==> config.mk <==
export PLATFORM = sky130hd
export DESIGN_NAME = control_sequencer_flat
export DESIGN_NICKNAME = d
export VERILOG_FILES = /design/src/rtl/cpu_pkg.sv /design/src/rtl/control_sequencer_if.sv /design/src/rtl/reg_decode.sv /design/src/rtl/control_sequencer.sv /design/src/flat_wrapper.sv
export SDC_FILE = /design/constraint.sdc
export NUM_CORES = 1
export LEC_CHECK = 0
export ABC_CLOCK_PERIOD_IN_PS = 4300
export CAP_MARGIN = 25
export CORE_ASPECT_RATIO = 0.6
export CORE_MARGIN = 5
export CORE_UTILIZATION = 30
export DETAILED_ROUTE_END_ITERATION = 10
export PLACE_DENSITY = 0.92
export SETUP_SLACK_MARGIN = 0.15
export SLEW_MARGIN = 20
export SYNTH_ARGS = -nofsm -noshare
export SYNTH_HDL_FRONTEND = slang
export SYNTH_SLANG_ARGS = --single-unit
export TNS_END_PERCENT = 5
==> constraint.sdc <==
create_clock -name clock -period 4.3 [get_ports clock]
set_input_delay 0.86 -clock clock [delete_from_list [all_inputs] [get_ports clock]]
set_output_delay 0.86 -clock clock [all_outputs]
set_load 0.02 [all_outputs]
==> src/rtl/cpu_pkg.sv <==
// Shared CPU definitions: sequencer states, opcodes and ALU select codes.
// Used by the control sequencer and by the datapath ALU.
package cpu_pkg;

   typedef enum logic [2:0] {
      T0, T1, T2, T3, T4, T5, T6, HALT
   } state_t;

   localparam logic [4:0] OP_ADD = 5'b00011;
   localparam logic [4:0] OP_SUB = 5'b00100;
   localparam logic [4:0] OP_AND = 5'b00101;
   localparam logic [4:0] OP_OR  = 5'b00110;
   localparam logic [4:0] OP_SHR = 5'b00111;
   localparam logic [4:0] OP_SHL = 5'b01000;
   localparam logic [4:0] OP_MUL = 5'b01111;
   localparam logic [4:0] OP_DIV = 5'b10000;

   localparam logic [3:0] ALU_NONE = 4'b0000;
   localparam logic [3:0] ALU_ADD  = 4'b0001;
   localparam logic [3:0] ALU_SUB  = 4'b0010;
   localparam logic [3:0] ALU_AND  = 4'b0110;
   localparam logic [3:0] ALU_OR   = 4'b0111;
   localparam logic [3:0] ALU_SHR  = 4'b1000;
   localparam logic [3:0] ALU_SHL  = 4'b1001;
   localparam logic [3:0] ALU_MUL  = 4'b1010;
   localparam logic [3:0] ALU_DIV  = 4'b1011;

   function automatic logic is_alu_op(
      input logic [4:0] op
   );
      return op inside {OP_ADD, OP_SUB, OP_AND,
                        OP_OR, OP_SHR, OP_SHL};
   endfunction

   function automatic logic is_md_op(
      input logic [4:0] op
   );
      return (op == OP_MUL) || (op == OP_DIV);
   endfunction

   function automatic logic [3:0] alu_code(
      input logic [4:0] op
   );
      logic [3:0] code;
      code = ALU_NONE;
      unique case (op)
         OP_ADD:  code = ALU_ADD;
         OP_SUB:  code = ALU_SUB;
         OP_AND:  code = ALU_AND;
         OP_OR:   code = ALU_OR;
         OP_SHR:  code = ALU_SHR;
         OP_SHL:  code = ALU_SHL;
         OP_MUL:  code = ALU_MUL;
         OP_DIV:  code = ALU_DIV;
         default: code = ALU_NONE;
      endcase
      return code;
   endfunction

endpackage

==> src/rtl/control_sequencer_if.sv <==
// Sequencer <-> datapath bundle: IR/Stop in, control strobes out.
// master = sequencer side, slave = datapath side.
interface control_sequencer_if;

   logic [31:0] IR;
   logic        Stop;
   logic [15:0] Rin;
   logic [15:0] Rout;
   logic        PCin;
   logic        PCout;
   logic        IRin;
   logic        Yin;
   logic        Zin;
   logic        MARin;
   logic        MDRin;
   logic        MDRout;
   logic        HIin;
   logic        HIout;
   logic        LOin;
   logic        LOout;
   logic        IncPC;
   logic        Zhighout;
   logic        Zlowout;
   logic        Read;
   logic [3:0]  ALUselect;
   logic        Run;

   modport master (
      input  IR, Stop,
      output Rin, Rout, PCin, PCout, IRin,
      output Yin, Zin, MARin, MDRin, MDRout,
      output HIin, HIout, LOin, LOout, IncPC,
      output Zhighout, Zlowout, Read,
      output ALUselect, Run
   );

   modport slave (
      output IR, Stop,
      input  Rin, Rout, PCin, PCout, IRin,
      input  Yin, Zin, MARin, MDRin, MDRout,
      input  HIin, HIout, LOin, LOout, IncPC,
      input  Zhighout, Zlowout, Read,
      input  ALUselect, Run
   );

endinterface

==> src/rtl/reg_decode.sv <==
// 4-to-16 one-hot register select decoder with enable.
module reg_decode (
   input  logic        en,
   input  logic [3:0]  sel,
   output logic [15:0] onehot
);

   always_comb begin
      onehot = '0;
      if (en)
         onehot[sel] = 1'b1;
   end

endmodule

==> src/rtl/control_sequencer.sv <==
// Moore control sequencer: fetch T0-T2, execute T3-T6, HALT on Stop.
// Optional mul/div execution is built when MULDIV_EN is defined.
module control_sequencer (
   input logic                 clock,
   input logic                 clear,
   control_sequencer_if.master bus
);

   import cpu_pkg::*;

   state_t     state;
   state_t     next;
   logic [4:0] op;
   logic [3:0] ra;
   logic [3:0] rb;
   logic [3:0] rc;
   logic       alu_op;
   logic       md_op;
   logic       rin_en;
   logic [3:0] rin_sel;
   logic       rout_en;
   logic [3:0] rout_sel;
   logic       unused_ir;

   assign op        = bus.IR[31:27];
   assign ra        = bus.IR[26:23];
   assign rb        = bus.IR[22:19];
   assign rc        = bus.IR[18:15];
   assign unused_ir = ^bus.IR[14:0];
   assign alu_op    = is_alu_op(op);

`ifdef MULDIV_EN
   assign md_op = is_md_op(op);
`else
   assign md_op = 1'b0;
`endif

   always_ff @(posedge clock or posedge clear) begin
      if (clear)
         state <= T0;
      else
         state <= next;
   end

   // T2 branch reads the IR presented by the datapath
   always_comb begin
      next = state;
      unique case (state)
         T0: next = T1;
         T1: next = T2;
         T2: begin
            if (bus.Stop)
               next = HALT;
            else if (alu_op || md_op)
               next = T3;
            else
               next = T0;
         end
         T3:   next = T4;
         T4:   next = T5;
         T5:   next = md_op ? T6 : T0;
         T6:   next = T0;
         HALT: next = HALT;
         default: next = T0;
      endcase
   end

   always_comb begin
      rin_en        = 1'b0;
      rin_sel       = 4'd0;
      rout_en       = 1'b0;
      rout_sel      = 4'd0;
      bus.PCin      = 1'b0;
      bus.PCout     = 1'b0;
      bus.IRin      = 1'b0;
      bus.Yin       = 1'b0;
      bus.Zin       = 1'b0;
      bus.MARin     = 1'b0;
      bus.MDRin     = 1'b0;
      bus.MDRout    = 1'b0;
      bus.HIin      = 1'b0;
      bus.HIout     = 1'b0;
      bus.LOin      = 1'b0;
      bus.LOout     = 1'b0;
      bus.IncPC     = 1'b0;
      bus.Zhighout  = 1'b0;
      bus.Zlowout   = 1'b0;
      bus.Read      = 1'b0;
      bus.ALUselect = ALU_NONE;
      bus.Run       = 1'b1;
      unique case (state)
         T0: begin
            bus.PCout = 1'b1;
            bus.MARin = 1'b1;
            bus.IncPC = 1'b1;
            bus.Zin   = 1'b1;
         end
         T1: begin
            bus.Zlowout = 1'b1;
            bus.PCin    = 1'b1;
            bus.Read    = 1'b1;
            bus.MDRin   = 1'b1;
         end
         T2: begin
            bus.MDRout = 1'b1;
            bus.IRin   = 1'b1;
         end
         T3: begin
            rout_en  = 1'b1;
            rout_sel = md_op ? ra : rb;
            bus.Yin  = 1'b1;
         end
         T4: begin
            rout_en       = 1'b1;
            rout_sel      = md_op ? rb : rc;
            bus.Zin       = 1'b1;
            bus.ALUselect = alu_code(op);
         end
         T5: begin
            bus.Zlowout = 1'b1;
            if (md_op) begin
               bus.LOin = 1'b1;
            end else begin
               rin_en  = 1'b1;
               rin_sel = ra;
            end
         end
         T6: begin
            bus.Zhighout = 1'b1;
            bus.HIin     = 1'b1;
         end
         HALT: bus.Run = 1'b0;
         default: bus.Run = 1'b1;
      endcase
   end

   reg_decode u_rin (
      .en     (rin_en),
      .sel    (rin_sel),
      .onehot (bus.Rin)
   );

   reg_decode u_rout (
      .en     (rout_en),
      .sel    (rout_sel),
      .onehot (bus.Rout)
   );

endmodule

==> src/flat_wrapper.sv <==
// flat-port wrapper written by rule: the top's interface ports become plain ports
module control_sequencer_flat import cpu_pkg::*;
  (clock, clear, bus_IR, bus_Stop, bus_Rin, bus_Rout, bus_PCin, bus_PCout, bus_IRin, bus_Yin, bus_Zin, bus_MARin, bus_MDRin, bus_MDRout, bus_HIin, bus_HIout, bus_LOin, bus_LOout, bus_IncPC, bus_Zhighout, bus_Zlowout, bus_Read, bus_ALUselect, bus_Run);
  control_sequencer_if bus_i ();
  input logic clock;
  input logic clear;
  input wire logic [$bits(bus_i.IR)-1:0] bus_IR;
  input wire logic [$bits(bus_i.Stop)-1:0] bus_Stop;
  output wire logic [$bits(bus_i.Rin)-1:0] bus_Rin;
  output wire logic [$bits(bus_i.Rout)-1:0] bus_Rout;
  output wire logic [$bits(bus_i.PCin)-1:0] bus_PCin;
  output wire logic [$bits(bus_i.PCout)-1:0] bus_PCout;
  output wire logic [$bits(bus_i.IRin)-1:0] bus_IRin;
  output wire logic [$bits(bus_i.Yin)-1:0] bus_Yin;
  output wire logic [$bits(bus_i.Zin)-1:0] bus_Zin;
  output wire logic [$bits(bus_i.MARin)-1:0] bus_MARin;
  output wire logic [$bits(bus_i.MDRin)-1:0] bus_MDRin;
  output wire logic [$bits(bus_i.MDRout)-1:0] bus_MDRout;
  output wire logic [$bits(bus_i.HIin)-1:0] bus_HIin;
  output wire logic [$bits(bus_i.HIout)-1:0] bus_HIout;
  output wire logic [$bits(bus_i.LOin)-1:0] bus_LOin;
  output wire logic [$bits(bus_i.LOout)-1:0] bus_LOout;
  output wire logic [$bits(bus_i.IncPC)-1:0] bus_IncPC;
  output wire logic [$bits(bus_i.Zhighout)-1:0] bus_Zhighout;
  output wire logic [$bits(bus_i.Zlowout)-1:0] bus_Zlowout;
  output wire logic [$bits(bus_i.Read)-1:0] bus_Read;
  output wire logic [$bits(bus_i.ALUselect)-1:0] bus_ALUselect;
  output wire logic [$bits(bus_i.Run)-1:0] bus_Run;
  assign bus_i.IR = bus_IR;
  assign bus_i.Stop = bus_Stop;
  assign bus_Rin = bus_i.Rin;
  assign bus_Rout = bus_i.Rout;
  assign bus_PCin = bus_i.PCin;
  assign bus_PCout = bus_i.PCout;
  assign bus_IRin = bus_i.IRin;
  assign bus_Yin = bus_i.Yin;
  assign bus_Zin = bus_i.Zin;
  assign bus_MARin = bus_i.MARin;
  assign bus_MDRin = bus_i.MDRin;
  assign bus_MDRout = bus_i.MDRout;
  assign bus_HIin = bus_i.HIin;
  assign bus_HIout = bus_i.HIout;
  assign bus_LOin = bus_i.LOin;
  assign bus_LOout = bus_i.LOout;
  assign bus_IncPC = bus_i.IncPC;
  assign bus_Zhighout = bus_i.Zhighout;
  assign bus_Zlowout = bus_i.Zlowout;
  assign bus_Read = bus_i.Read;
  assign bus_ALUselect = bus_i.ALUselect;
  assign bus_Run = bus_i.Run;
  control_sequencer u_core (.clock(clock), .clear(clear), .bus(bus_i));
endmodule
# Word level (Yosys, flattened, before mapping)

Memories as Yosys holds them, arrays and structs flattened.
Cells that the tools add are included.

Flip-flop bits (word level): 3
Memory bits (read-only): 128
Bits of input ports: 35
Output and inout port bits: 53
Logic and storage cells: 49
Memories kept: 1

Magnitude comparators: 4
Equal/unequal tests: 13
Mux-type cells: 22
Reduce and logical (&&, ||, !) cells: 8

Memory list:

| name            | depth | bits a word | read ports | clocked after Yosys merged registers in | write ports | line          | source |
|---|---|---|---|---|---|---|---|
| (no name shown) | 32    | 4           | 1          | 0                                       | 0           | cpu_pkg.sv:46 | `unique case (op)` |

Operators with widths:

| cell               | count |
|---|---|
| $mux 16            | 2 |
| $pmux 3 s7         | 1 |
| $eq 5x3->1 const B | 4 |
| $eq 3x3->1 const B | 4 |
| $mux 1             | 12 |
| $lt 4x5->1 const B | 2 |
| $demux 1 s4        | 2 |
| $ge 4x1->1 const B | 2 |
| $mux 4             | 2 |
| $pmux 4 s2         | 1 |
| $reduce_or 2->1    | 4 |
| $eq 3x2->1 const B | 2 |
| $reduce_bool 6->1  | 1 |
| $eq 5x2->1 const B | 1 |
| $eq 5x4->1 const B | 1 |
| $eq 3x1->1 const B | 1 |
| $logic_not 3->1    | 1 |
| $mux 3             | 1 |
| $logic_and 1x1->1  | 2 |
| $mux 2             | 1 |

# Logic depth before layout (Yosys ltp)

Gate-level depths: netlist of the first run.

Depth in word-level cells: 7
Mapped depth: 6
Gate-level depth less buffers: 6

# By module

A second synthesis of the first run with hierarchy kept.

Cell total of the unflattened synthesis: 121
Area, all modules: 767.0 um^2

By module, submodules not included:

| module                      | times used | cells each | area each (um^2) | sequential area each (um^2) |
|---|---|---|---|---|
| control_sequencer           | 1          | 75         | 529.3            | 75.1 |
| reg_decode at u_core.u_rin  | 1          | 23         | 120.1            | 0.0 |
| reg_decode at u_core.u_rout | 1          | 23         | 117.6            | 0.0 |

# Worst setup path before layout of the first run

Ideal clock, no wire load.

Path kind: input -> output
From: in bus_IR[30]
To: out bus_ALUselect[0]
Arrival time: 2.005 ns
Path slack: 1.435 ns
Stages: 3
Path buffers: 1
Cell sequence: buf_6 > or4b_2 > a31oi_1

Word-level cells in the longest chain between the ends: 2

Ends and longest elaborated chain:

| element            | line                    | source |
|---|---|---|
| start: declaration | flat_wrapper.sv:7       | `input wire logic [$bits(bus_i.IR)-1:0] bus_IR;` |
| $mem_v2 32x4       | --                      |  |
| $mux 4             | control_sequencer.sv:91 | `unique case (state)` |
| end: declaration   | flat_wrapper.sv:27      | `output wire logic [$bits(bus_i.ALUselect)-1:0] bus_ALUselect;` |

Every way passes these cells.

# Final worst setup path of the first run

From: in bus_IR[27]
To: out bus_ALUselect[0]

The elaborated chain is that of the path after synthesis.

==> flow_summary.json, run 1 <==
{
  "status": "complete, no violations",
  "wirelength_mm": 2.89,
  "fp.dieH_um": 50.0,
  "diodes": 0,
  "synthFlopType": "dfrtp_1",
  "initial_core_util_pct": 31.7,
  "min_path_type": "reg2reg",
  "grt_pass1_wl_mm": 4.72,
  "cts.sinks": 3,
  "cp.arrival_ns": 3.06,
  "io_pins": 88,
  "h-tree-depth": 1,
  "worstPathRequired_ns": 3.44,
  "reg_top3": "u_core.state x3",
  "syn_area_per_cell_um2": 6.62,
  "rr_startpoint": "u_core.state[0]$_DFF_PP0_",
  "via_count": 1033,
  "areaGrowthSynthToFinish_pct": 83.3,
  "synth_area_um2": 801,
  "cts_resized": 0,
  "die_w_um": 76.7,
  "gr-total-overflow": 0,
  "drive_gt1_share_pct": 4.95,
  "skew_ns": 0.000609,
  "wire_per_inst_um": 13.5,
  "setup_violations": 0,
  "num_rows": 14,
  "ant_nets": 0,
  "antenna_found_initial": 0,
  "reg2reg_depth": 3,
  "clk_latency_ns": 0.21,
  "cpMaxStageDelayCell": "clkdlybuf4s50_1",
  "dp_hpwl_mm": 2.43,
  "cts_tree": "built",
  "rsz0062_at_grt": "no",
  "max_stage_delay_ns": 0.64,
  "final.min_clock_period_ns": 3.92,
  "p_per_area_mw_per_mm2": 101,
  "r2r_setup_slack_ns": 2.99,
  "core_area_mm2": 0.00252,
  "critPathMaxFanout": 4,
  "design_area_mm2": 0.00147,
  "drcViolationCount": 0,
  "holdPathEnd": "u_core.state[2]$_DFF_PP0_",
  "cts_hold_buffers": 0,
  "gp_congestion": 0.789,
  "fp.dieArea_mm2": 0.00384,
  "synth-edff-count": 0,
  "maxCapViolations": 0,
  "postLayoutCoreUtil_pct": 58.2,
  "path_cells": "clkdlybuf4s50_1 > ha_1 > or4b_2 > a31oi_1 > clkdlybuf4s50_1",
  "max-clock-path-buffers": 2,
  "start_kind": "input pin",
  "yosysTopAreaCell": "nor2_1",
  "clk_pin_slew_worst_paths_ns": 0.03,
  "p_leak_nw": 0.526,
  "multi_input_area_um2": 602,
  "syn_inst": 121,
  "final_cell_mix": "clkdlybuf4s50_1 (69), nor2_1 (34), nand2_1 (14)",
  "holdPathStages": 2,
  "port_buffers": 69,
  "drtIter0Drc": 17,
  "root_buffer": "clkbuf_8",
  "r2r-end": "u_core.state[1]$_DFF_PP0_",
  "yosysWarnings": 0,
  "max_freq_mhz": 255,
  "grt_max_degree": 13,
  "register_area_um2": 75.1,
  "viasPerCell": 4.83,
  "ir_drop_v": 0.0000776,
  "grt_pass1_vias": 999,
  "worstSetupStartpoint": "bus_IR[27]",
  "synth_seq_cells": 3,
  "fin_crit_sh_pct": 91.1,
  "cp-end-kind": "primary output",
  "ys_seq_area_share_pct": 9.38,
  "placed_area_mm2": 0.00142,
  "layout_commonest_cell": "clkdlybuf4s50_1",
  "crit_top_cell": "clkdlybuf4s50_1",
  "final_hold_viol_count": 0,
  "top_register": "u_core.state",
  "power_mw": 0.149,
  "async_flop_share_pct": 100,
  "synth.distinct_cells": 35,
  "critical_path_class": "in2out",
  "dr.pass1.iters": 4,
  "fillCellCount": 237,
  "holdCritStartpoint": "u_core.state[1]$_DFF_PP0_",
  "grtUsageTotal_pct": 14.9,
  "nets": 223,
  "largest_register_ffs": 3,
  "fin_tns_setup_ns": 0,
  "cts_setup_buffers": 0,
  "slew_viol_final": 0,
  "cts_buffers": 3,
  "synth_area_leaders": "nor2_1 (16%), buf_4 (10%), dfrtp_1 (9.4%)",
  "synth_top_cell_area_share_pct": 15.9,
  "holdWs_ns": 0.729
}
-- Yosys cell counts (2+ instances only) --
| master | count |
|---|---|
| nand2b_1 | 3 |
| a211oi_1 | 2 |
| o21ai_0 | 2 |
| nor2b_1 | 4 |
| nor2_1 | 34 |
| ha_1 | 5 |
| dfrtp_1 | 3 |
| a22o_1 | 4 |
| buf_4 | 11 |
| inv_1 | 4 |
| buf_6 | 3 |
| nor3_1 | 5 |
| nand2_1 | 14 |
| a22oi_1 | 4 |
| nand3b_1 | 3 |
-- metrics by stage --
stage,worst slack (ns),instances
after global placement,0.399,210
after detailed placement,0.408,210
after global routing,0.278,214
after floorplan,1.44,123
after CTS,0.389,214
final,0.381,214
-- area by class of cell --
type,count,share of cell area (%)
repair buffers,69,47.1
multi-input cells,102,41.0
flip-flops and latches,3,5.12
clock buffers,4,3.07
well taps,32,2.73
inverters,4,1.02
-- worst max-delay path, delay by kind of cell --
family                   cells  cell delay, ns
AND/OR/NAND/NOR              1            0.59
AO/OA/AOI/OAI                1            0.19
adder cells (fa/ha/maj)      1            0.25
buffers and inverters        2            1.17
-- report_power, final --
| group | internal (mW) | switching [mW] |
|---|---|---|
| logic | 0.0216 | 0.0177 |
| clock network | 0.0632 | 0.0177 |
| registers | 0.0284 | 0 |
| total | 0.113 | 0.0354 |
-- layer usage --
layer	routed length [um]	share of wire, %	track usage (%)
met4	19	0.66	5.52
met2	1380	48	25.6
met5	0	0	0
met3	219	7.6	2.73
met1	1270	44	18.3
-- worst max path at each step --
stage	end	cells after the start
finish	bus_ALUselect[0]	5
CTS	bus_ALUselect[0]	5
global route	bus_ALUselect[0]	5
detailed placement	bus_ALUselect[0]	5
floorplan	bus_ALUselect[0]	3
global placement	bus_ALUselect[0]	5
-- kinds of logic (layout without fill, tap and decap cells) --
family	count (synthesis)	count (layout)	share of synthesized area (%)
AO/OA/AOI/OAI	16	16	15.0
flip-flops	3	3	9.37
buffers and inverters	18	77	16.4
adder cells (fa/ha/maj)	5	5	7.81
other	1	3	0.468
XOR/XNOR	1	1	1.09
AND/OR/NAND/NOR	77	77	49.8
Power figures use the tool's default switching activity.
==> run 2, diff against run 1 <==
- CTS_BUF_LIST: default -> sky130_fd_sc_hd__clkbuf_16
==> flow_summary.json, run 2 (synthesized netlist as in run 1, its figures left out) <==
{
  "wire_per_inst_um": 13.5,
  "drive_gt1_share_pct": 4.95,
  "areaGrowthSynthToFinish_pct": 87.5,
  "clk_pin_slew_worst_paths_ns": 0.03,
  "die_w_um": 76.7,
  "grt_pass1_wl_mm": 4.71,
  "clock_power_share_pct": 68.2,
  "met1_usage_pct": 18.5,
  "cts.sinks": 3,
  "start_kind": "input pin",
  "fp.dieArea_mm2": 0.00384,
  "netSwitchingPower_mw": 0.0427,
  "cts_setup_buffers": 0,
  "register_area_um2": 75.1,
  "final_cell_mix": "clkdlybuf4s50_1 (69), nor2_1 (34), nand2_1 (14)",
  "initial_core_util_pct": 31.7,
  "grt_max_degree": 13,
  "pwr-share-comb_pct": 18.5,
  "cp-end-kind": "primary output",
  "via_count": 1027,
  "placed_area_mm2": 0.00142,
  "critical_path_class": "in2out",
  "final_hold_viol_count": 0,
  "worstPathRequired_ns": 3.44,
  "reg_top3": "u_core.state x3",
  "grt_use_met2_pct": 25.1,
  "final.min_clock_period_ns": 3.92,
  "worstSetupStartpoint": "bus_IR[27]",
  "dr.pass1.iters": 4,
  "dp_cells": 210,
  "fin_crit_sh_pct": 91.1,
  "nets": 223,
  "gp_congestion": 0.789,
  "clk_latency_ns": 0.22,
  "port_buffers": 69,
  "drtIter0Drc": 14,
  "maxCapViolations": 0,
  "holdCritStartpoint": "u_core.state[1]$_DFF_PP0_",
  "status": "complete, no violations",
  "core_area_mm2": 0.00252,
  "ant_nets": 0,
  "viasPerCell": 4.80,
  "max_freq_mhz": 255,
  "p_leak_nw": 0.545,
  "layout_commonest_cell": "clkdlybuf4s50_1",
  "top_register": "u_core.state",
  "power_mw": 0.213,
  "p_per_area_mw_per_mm2": 142,
  "h-tree-depth": 1,
  "max-clock-path-buffers": 2,
  "root_buffer": "clkbuf_16",
  "ir_drop_v": 0.000152,
  "skew_ns": 0.000619,
  "grtUsageTotal_pct": 14.9,
  "rsz0062_at_grt": "no",
  "cts_hold_buffers": 0,
  "diodes": 0,
  "fp.dieH_um": 50.0,
  "setup_violations": 0,
  "fin_tns_setup_ns": 0,
  "rr_startpoint": "u_core.state[0]$_DFF_PP0_",
  "num_rows": 14,
  "holdPathStages": 2,
  "wirelength_mm": 2.88,
  "internal_power_mw": 0.170,
  "min_path_type": "reg2reg",
  "holdWs_ns": 0.723,
  "grt-busiest-layer": "met2",
  "cts_resized": 0,
  "grt_pass1_vias": 996,
  "cp.arrival_ns": 3.06,
  "dp_hpwl_mm": 2.43,
  "slew_viol_final": 0,
  "fillCellCount": 234,
  "design_area_mm2": 0.00150,
  "antenna_found_initial": 0,
  "largest_register_ffs": 3,
  "reg2reg_depth": 3,
  "cts_buffers": 3,
  "swShare_pct": 20.1,
  "final_cells": 214,
  "io_pins": 88,
  "gr-total-overflow": 0,
  "critPathMaxFanout": 4,
  "multi_input_area_um2": 602,
  "drcViolationCount": 0,
  "cts_tree": "built",
  "met3_usage_pct": 3.27,
  "p_seq_share_pct": 13.4
}
run 2: routing by layer:
metal / vias to the layer above / routed length [um]
met2: 42 / 1350
met5: - / 0
met4: 0 / 36
met1: 458 / 1270
li1: 523 / -
met3: 4 / 225
run 2: cell type report:
type / instances / area share, %
timing repair buffer: 69 / 46.0
multi-input combinational: 102 / 40.1
sequential: 3 / 5.00
clock buffer: 3 / 5.00
tap: 32 / 2.67
inverter: 4 / 1.00
clock inverter: 1 / 0.250
run 2: worst paths after layout:
path / to / slack [ns]
hold / removal: u_core.state[2]$_DFF_PP0_ / 0.72
setup / recovery: bus_ALUselect[0] / 0.38
hold reg to reg: u_core.state[2]$_DFF_PP0_ / 0.72
max in group asynchronous: u_core.state[1]$_DFF_PP0_ / 3.37
min in group asynchronous: u_core.state[2]$_DFF_PP0_ / 0.80
setup reg to reg: u_core.state[1]$_DFF_PP0_ / 3.00
run 2: worst max-delay path: stages:
cell             delay [ns]
clkdlybuf4s50_1        0.53
ha_1                   0.25
or4b_2                 0.59
a31oi_1                0.19
clkdlybuf4s50_1        0.64
run 2: power by group through the flow:
stage,sequential [mW],clock [mW],combinational (mW)
3_5_place_dp,0.0287,0,0.0389
2_1_floorplan,0.0287,0,0.0174
5_1_grt,0.0284,0.149,0.0433
6_report,0.0284,0.145,0.0392
3_3_place_gp,0.0287,0,0.0379
4_1_cts,0.0284,0.146,0.0390
run 2: metrics by stage:
step | util, % | worst slack [ns]
floorplan | - | 1.44
global placement | 56.4 | 0.399
detailed placement | 56.4 | 0.408
CTS | 59.5 | 0.389
global route | 59.5 | 0.278
finish | 59.5 | 0.381
